$ cat src/rtl/freq_counter_poller.sv
// Autonomous Avalon-MM read master that periodically samples the frequency counter's
// measured-count register, checks it against a window and filters the result into a lock status.
module freq_counter_poller #(
    parameter int unsigned POLL_INTERVAL = 1024,
    parameter int unsigned READ_LATENCY  = 1,
    parameter logic [3:0]  COUNT_ADDR    = 4'd0,
    parameter int unsigned LOCK_COUNT    = 4,
    parameter int unsigned UNLOCK_COUNT  = 2
) (
    input  logic        clk,
    input  logic        reset,
    input  logic        enable,
    input  logic [31:0] min_count,
    input  logic [31:0] max_count,
    output logic [3:0]  csr_address,
    output logic        csr_read,
    input  logic [31:0] csr_readdata,
    output logic [31:0] sample_value,
    output logic        sample_valid,
    output logic        in_range,
    output logic        locked,
    output logic        lock_lost
);

    localparam int unsigned        TIMER_W       = (POLL_INTERVAL > 2) ? $clog2(POLL_INTERVAL) : 1;
    localparam logic [TIMER_W-1:0] TIMER_LAST    = TIMER_W'(POLL_INTERVAL - 1);
    localparam logic [TIMER_W-1:0] TIMER_ZERO    = TIMER_W'(0);
    localparam logic [2:0]         WAIT_LAST     = 3'(READ_LATENCY - 1);
    localparam logic [7:0]         LOCK_THRESH   = 8'(LOCK_COUNT);
    localparam logic [7:0]         UNLOCK_THRESH = 8'(UNLOCK_COUNT);

    typedef enum logic [1:0] {
        ST_IDLE   = 2'd0,
        ST_READ   = 2'd1,
        ST_WAIT   = 2'd2,
        ST_UPDATE = 2'd3
    } state_t;

    function automatic logic [7:0] sat_inc(input logic [7:0] v);
        if (v == 8'hFF) begin
            sat_inc = v;
        end else begin
            sat_inc = v + 8'd1;
        end
    endfunction

    // An inverted window (lo > hi) can never match, so it needs no special case.
    function automatic logic window_hit(input logic [31:0] v, input logic [31:0] lo, input logic [31:0] hi);
        window_hit = (lo <= v) && (v <= hi);
    endfunction

    state_t                state_r;
    state_t                next_state_s;
    logic [TIMER_W-1:0]    timer_r;
    logic [2:0]            wait_cnt_r;
    logic                  launch_s;
    logic                  capture_s;
    logic                  hit_s;
    logic [7:0]            in_cnt_r;
    logic [7:0]            out_cnt_r;
    logic [7:0]            in_cnt_next_s;
    logic [7:0]            out_cnt_next_s;
    logic                  locked_next_s;
    logic                  lock_lost_next_s;
    logic                  csr_read_next_s;
    logic                  csr_read_r;
    logic [31:0]           sample_value_r;
    logic                  sample_valid_r;
    logic                  in_range_r;
    logic                  locked_r;
    logic                  lock_lost_r;

    assign launch_s  = enable && (timer_r == TIMER_LAST);
    assign capture_s = (state_r == ST_WAIT) && (wait_cnt_r == WAIT_LAST);
    assign hit_s     = window_hit(csr_readdata, min_count, max_count);

    // Poll interval timer, held at zero while polling is disabled.
    always_ff @(posedge clk) begin
        if (reset) begin
            timer_r <= TIMER_ZERO;
        end else if (!enable) begin
            timer_r <= TIMER_ZERO;
        end else if (timer_r == TIMER_LAST) begin
            timer_r <= TIMER_ZERO;
        end else begin
            timer_r <= timer_r + 1'b1;
        end
    end

    // FSM state register and read-latency counter.
    always_ff @(posedge clk) begin
        if (reset) begin
            state_r    <= ST_IDLE;
            wait_cnt_r <= 3'd0;
        end else begin
            state_r    <= next_state_s;
            wait_cnt_r <= (state_r == ST_WAIT) ? (wait_cnt_r + 3'd1) : 3'd0;
        end
    end

    // FSM next-state logic.
    always_comb begin
        next_state_s = ST_IDLE;
        case (state_r)
            ST_IDLE: begin
                if (launch_s) begin
                    next_state_s = ST_READ;
                end else begin
                    next_state_s = ST_IDLE;
                end
            end
            ST_READ: next_state_s = ST_WAIT;
            ST_WAIT: begin
                if (wait_cnt_r == WAIT_LAST) begin
                    next_state_s = ST_UPDATE;
                end else begin
                    next_state_s = ST_WAIT;
                end
            end
            ST_UPDATE: next_state_s = ST_IDLE;
            default:   next_state_s = ST_IDLE;
        endcase
    end

    // Next values of the registered outputs and hysteresis counters.
    always_comb begin
        csr_read_next_s  = (next_state_s == ST_READ);
        in_cnt_next_s    = in_cnt_r;
        out_cnt_next_s   = out_cnt_r;
        locked_next_s    = locked_r;
        lock_lost_next_s = 1'b0;
        if (!enable) begin
            // Disabling drops lock silently; an in-flight sample leaves the counters alone.
            in_cnt_next_s  = 8'd0;
            out_cnt_next_s = 8'd0;
            locked_next_s  = 1'b0;
        end else if (capture_s) begin
            if (hit_s) begin
                in_cnt_next_s  = sat_inc(in_cnt_r);
                out_cnt_next_s = 8'd0;
                if (sat_inc(in_cnt_r) >= LOCK_THRESH) begin
                    locked_next_s = 1'b1;
                end else begin
                    locked_next_s = locked_r;
                end
            end else begin
                in_cnt_next_s  = 8'd0;
                out_cnt_next_s = sat_inc(out_cnt_r);
                if (locked_r && (sat_inc(out_cnt_r) >= UNLOCK_THRESH)) begin
                    locked_next_s    = 1'b0;
                    lock_lost_next_s = 1'b1;
                end else begin
                    locked_next_s = locked_r;
                end
            end
        end else begin
            in_cnt_next_s = in_cnt_r;
        end
    end

    // Output and counter registers.
    always_ff @(posedge clk) begin
        if (reset) begin
            csr_read_r     <= 1'b0;
            sample_value_r <= 32'd0;
            sample_valid_r <= 1'b0;
            in_range_r     <= 1'b0;
            locked_r       <= 1'b0;
            lock_lost_r    <= 1'b0;
            in_cnt_r       <= 8'd0;
            out_cnt_r      <= 8'd0;
        end else begin
            csr_read_r     <= csr_read_next_s;
            sample_valid_r <= capture_s;
            if (capture_s) begin
                sample_value_r <= csr_readdata;
                in_range_r     <= hit_s;
            end
            locked_r    <= locked_next_s;
            lock_lost_r <= lock_lost_next_s;
            in_cnt_r    <= in_cnt_next_s;
            out_cnt_r   <= out_cnt_next_s;
        end
    end

    assign csr_address  = COUNT_ADDR;
    assign csr_read     = csr_read_r;
    assign sample_value = sample_value_r;
    assign sample_valid = sample_valid_r;
    assign in_range     = in_range_r;
    assign locked       = locked_r;
    assign lock_lost    = lock_lost_r;

endmodule

$ cat config.mk
export PLATFORM = sky130hd
export DESIGN_NAME = freq_counter_poller
export DESIGN_NICKNAME = d
export VERILOG_FILES = /design/src/rtl/freq_counter_poller.sv
export SDC_FILE = /design/constraint.sdc
export NUM_CORES = 1
export LEC_CHECK = 0
export ABC_AREA = 1
export BUFFER_PORTS_ARGS = -buffer_cell sky130_fd_sc_hd__buf_2
export CELL_PAD_IN_SITES_DETAIL_PLACEMENT = 0
export CELL_PAD_IN_SITES_GLOBAL_PLACEMENT = 1
export CORE_AREA = 2 2 116 118
export CTS_CLUSTER_SIZE = 25
export DETAILED_ROUTE_END_ITERATION = 12
export DIE_AREA = 0 0 118 120
export PLACE_DENSITY_LB_ADDON = 0.1
export SLEW_MARGIN = 10
export SYNTH_ARGS = -nofsm -noshare
export SYNTH_HDL_FRONTEND = slang
export SYNTH_SLANG_ARGS = --single-unit
$ cat constraint.sdc
create_clock -name clk -period 2.2 [get_ports clk]
set_input_delay 0.11 -clock clk [delete_from_list [all_inputs] [get_ports clk]]
set_output_delay 0.11 -clock clk [all_outputs]
set_load 0.02 [all_outputs]
==> summary.txt <==
Synth area leader: dfxtp_1
Post-synth EDFFs: 0
leading post-synthesis cells by cell area: dfxtp_1 30%, ha_1 20%, nand2_1 11%
Max Clock Freq: 0.570 GHz
top_reg_cell synth: dfxtp_1
Final Skew: 0.00634 ns
final hold violation count: 0
row count: 42
number of remaining DRC errors: 0
Clk network pwr share: 49.0%
diode count: 0
Layout Nets: 945
Worst R2R Setup Slack: 0.45 ns
Crit. End Element: flip-flop
DRT iter0 DRCs: 196
WL final: 11.3 mm
Seq/Total Area, Yosys: 30.0%
switching fraction of total power: 24.8%
period utilization: 79.7%
port bufs: 135
share of cells above drive strength 1: 23.6%
Psw: 0.809 mW
Core Footprint: 0.0130 mm^2
Die Height: 120 um
Leak: 3.08 nW
Setup-failing EPs final: 0
Die ar.: 0.0142 mm^2
Syn Area/Cell: 7.13 um^2
GRT Util Overall: 16.6%
Synth top area share: 30.0%
effective utilization at floorplan: 35.0%
Peak VDD IR: 0.301 mV
H-Tree Depth: 3
most frequent cells in the layout: 135 x buf_2, 133 x nand2_1, 107 x inv_1, 77 x a21oi_1, 71 x ha_1
area grow syn2layout: 26.7%
max_cap viols: 0
most common cell after layout, fill and taps aside: buf_2
Hold EP: sample_value[31]$_SDFFE_PP0P_
cell internal pwr: 2.45 mW
Initial DRT Pass Iterations: 4
arrival time worst endpoint: 1.97 ns
Routed WL per cell: 11.8 um
largest net degree at the start of global routing: 50
DP HPWL: 9.14 mm
Cell Area, Synth: 0.00454 mm^2
RR Endpoint: timer_r[9]$_SDFF_PP0_
Hold Crit Start: csr_readdata[31]
Clk Latency, worst-skew pair: 0.33 ns
root buf cell: clkbuf_16
CTS buffer count: 9
FFs w/ async S/R, synth: 0%
Combinational Power Share: 13.1%
Max Slew Vio Count: 0
post-synthesis register bit count: 68
Worst EP required: 2.42 ns
Worst Path Max Fanout: 8
die width: 118 um
GRT overflow: 0
worst hold margin: 0.0527 ns
first-pass GRT wire length: 19.1 mm
Setup CP Type: flip-flop to flip-flop
Sink Count: 68
via count: 4301
vias in the first global route: 4212
initial antenna violation count: 0
Via density: 4.50
Reg2Reg Depth: 14
worst min path class: input pin to flip-flop
Core Util, Final: 44.3%
setup TNS: 0 ns
final std cells w/o fill: 956
sequential power share: 37.8%
launching element type of the critical path: flip-flop
DRT antenna net count: 0
RePlAce Congestion: 0.793
pwr/cell area: 567 mW/mm^2
Final Critical Period: 1.75 ns
RSZ-0062 raised after global routing: false
RR Startpoint: timer_r[0]$_SDFF_PP0_
Worst Hold Path Cells: 3
post-CTS sizing: 0
status: finished clean
I/O pins: 140
Worst-path clk slew: 0.06 ns
placed cell count: 939
Synth Warn #: 0
CTS tree: yes
crit path launch: timer_r[0]$_SDFF_PP0_
Syn Inst Count: 637
count of different cell masters after synthesis: 35
Post-Place Worst Slack: 0.248 ns
clk buf depth: 2
post-route setup slack: 0.446 ns
==> metal layers <==
layer	GRT usage (%)	up-vias	wire, um
met2	27.9	98	5120
met1	21.1	1864	5420
met4	5.20	0	136
li1	-	2329	-
met5	0	-	0
met3	3.66	10	576
==> state kept, by name, summed over array words and instances (netlist names) <==
signal and flops:
sample_valid 1, lock_lost 1, in_range 1, csr_read 1, wait_cnt_r 3, in_cnt_r 8
locked 1, timer_r 10, out_cnt_r 8, sample_value 32, state_r 2
==> cells in the mapped netlist, drive strengths merged (5+ instances only) <==
cell type and number:
nor2 57, ha 71, dfxtp 68, nand4 9, nand3 15, inv 110, o21ai 45, xnor2 5
nand2 139, a21oi 79, clkbuf 11, buf 5
==> worst max-delay path, stage by stage (launching register included) <==
cell,delay [ns]
dfxtp_1,0.35
ha_1,0.17
nand2_1,0.07
nor2_1,0.08
inv_1,0.06
nor2_1,0.15
nand2_1,0.07
nor2_1,0.12
nand2_1,0.07
inv_1,0.07
nand2_1,0.06
inv_2,0.06
nand2_1,0.06
nand2_2,0.15
nor2_1,0.08
==> cells by family after synthesis <==
kind of cell,count (synthesis),share of synthesized area (%)
simple gates,230,22.5
compound gates,132,15.4
buf+inv,126,10.8
fa+ha+maj,71,19.6
flops,68,30.0
xor+xnor,8,1.54
other cells,1,0.0825
mux,1,0.220
==> power groups by stage <==
stage	combinational [mW]	sequential [mW]	clock, mW
3_3_place_gp	0.427	1.26	0
5_1_grt	0.508	1.23	1.69
3_5_place_dp	0.434	1.26	0
2_1_floorplan	0.268	1.26	0
6_report	0.429	1.23	1.60
4_1_cts	0.439	1.23	1.65
==> through the flow <==
stage | power [mW] | cell area (um^2)
2_1_floorplan | 1.53 | 4550
3_3_place_gp | 1.69 | 5410
3_5_place_dp | 1.70 | 5410
4_1_cts | 3.32 | 5760
5_1_grt | 3.43 | 5760
6_report | 3.26 | 5760
==> layout make-up <==
| type | instances | area [um^2] |
|---|---|---|
| inverters | 110 | 413 |
| flip-flops and latches | 68 | 1360 |
| repair buffers | 140 | 716 |
| fillers | 1357 | 7220 |
| clock inverters | 6 | 95.1 |
| clock buffers | 10 | 239 |
| multi-input cells | 446 | 2710 |
| well taps | 176 | 220 |
==> how the worst max path moves through the flow <==
stage                                  endpoint  slack [ns]  cells after the start
after floorplan             locked$_SDFFE_PP0P_        0.64                     12
after global routing      timer_r[9]$_SDFF_PP0_        0.20                     14
after CTS                 timer_r[9]$_SDFF_PP0_        0.41                     14
final                     timer_r[9]$_SDFF_PP0_        0.45                     14
after detailed placement    locked$_SDFFE_PP0P_        0.25                     12
after global placement      locked$_SDFFE_PP0P_        0.24                     12
==> what timing repair did <==
action / in CTS / in global routing
setup endpoints to repair: 0 / 0
endpoints found under the hold margin: 2 / 0
hold buffers: 1 / 0
setup buffers: 0 / 0
Power figures use the tool's default switching activity.
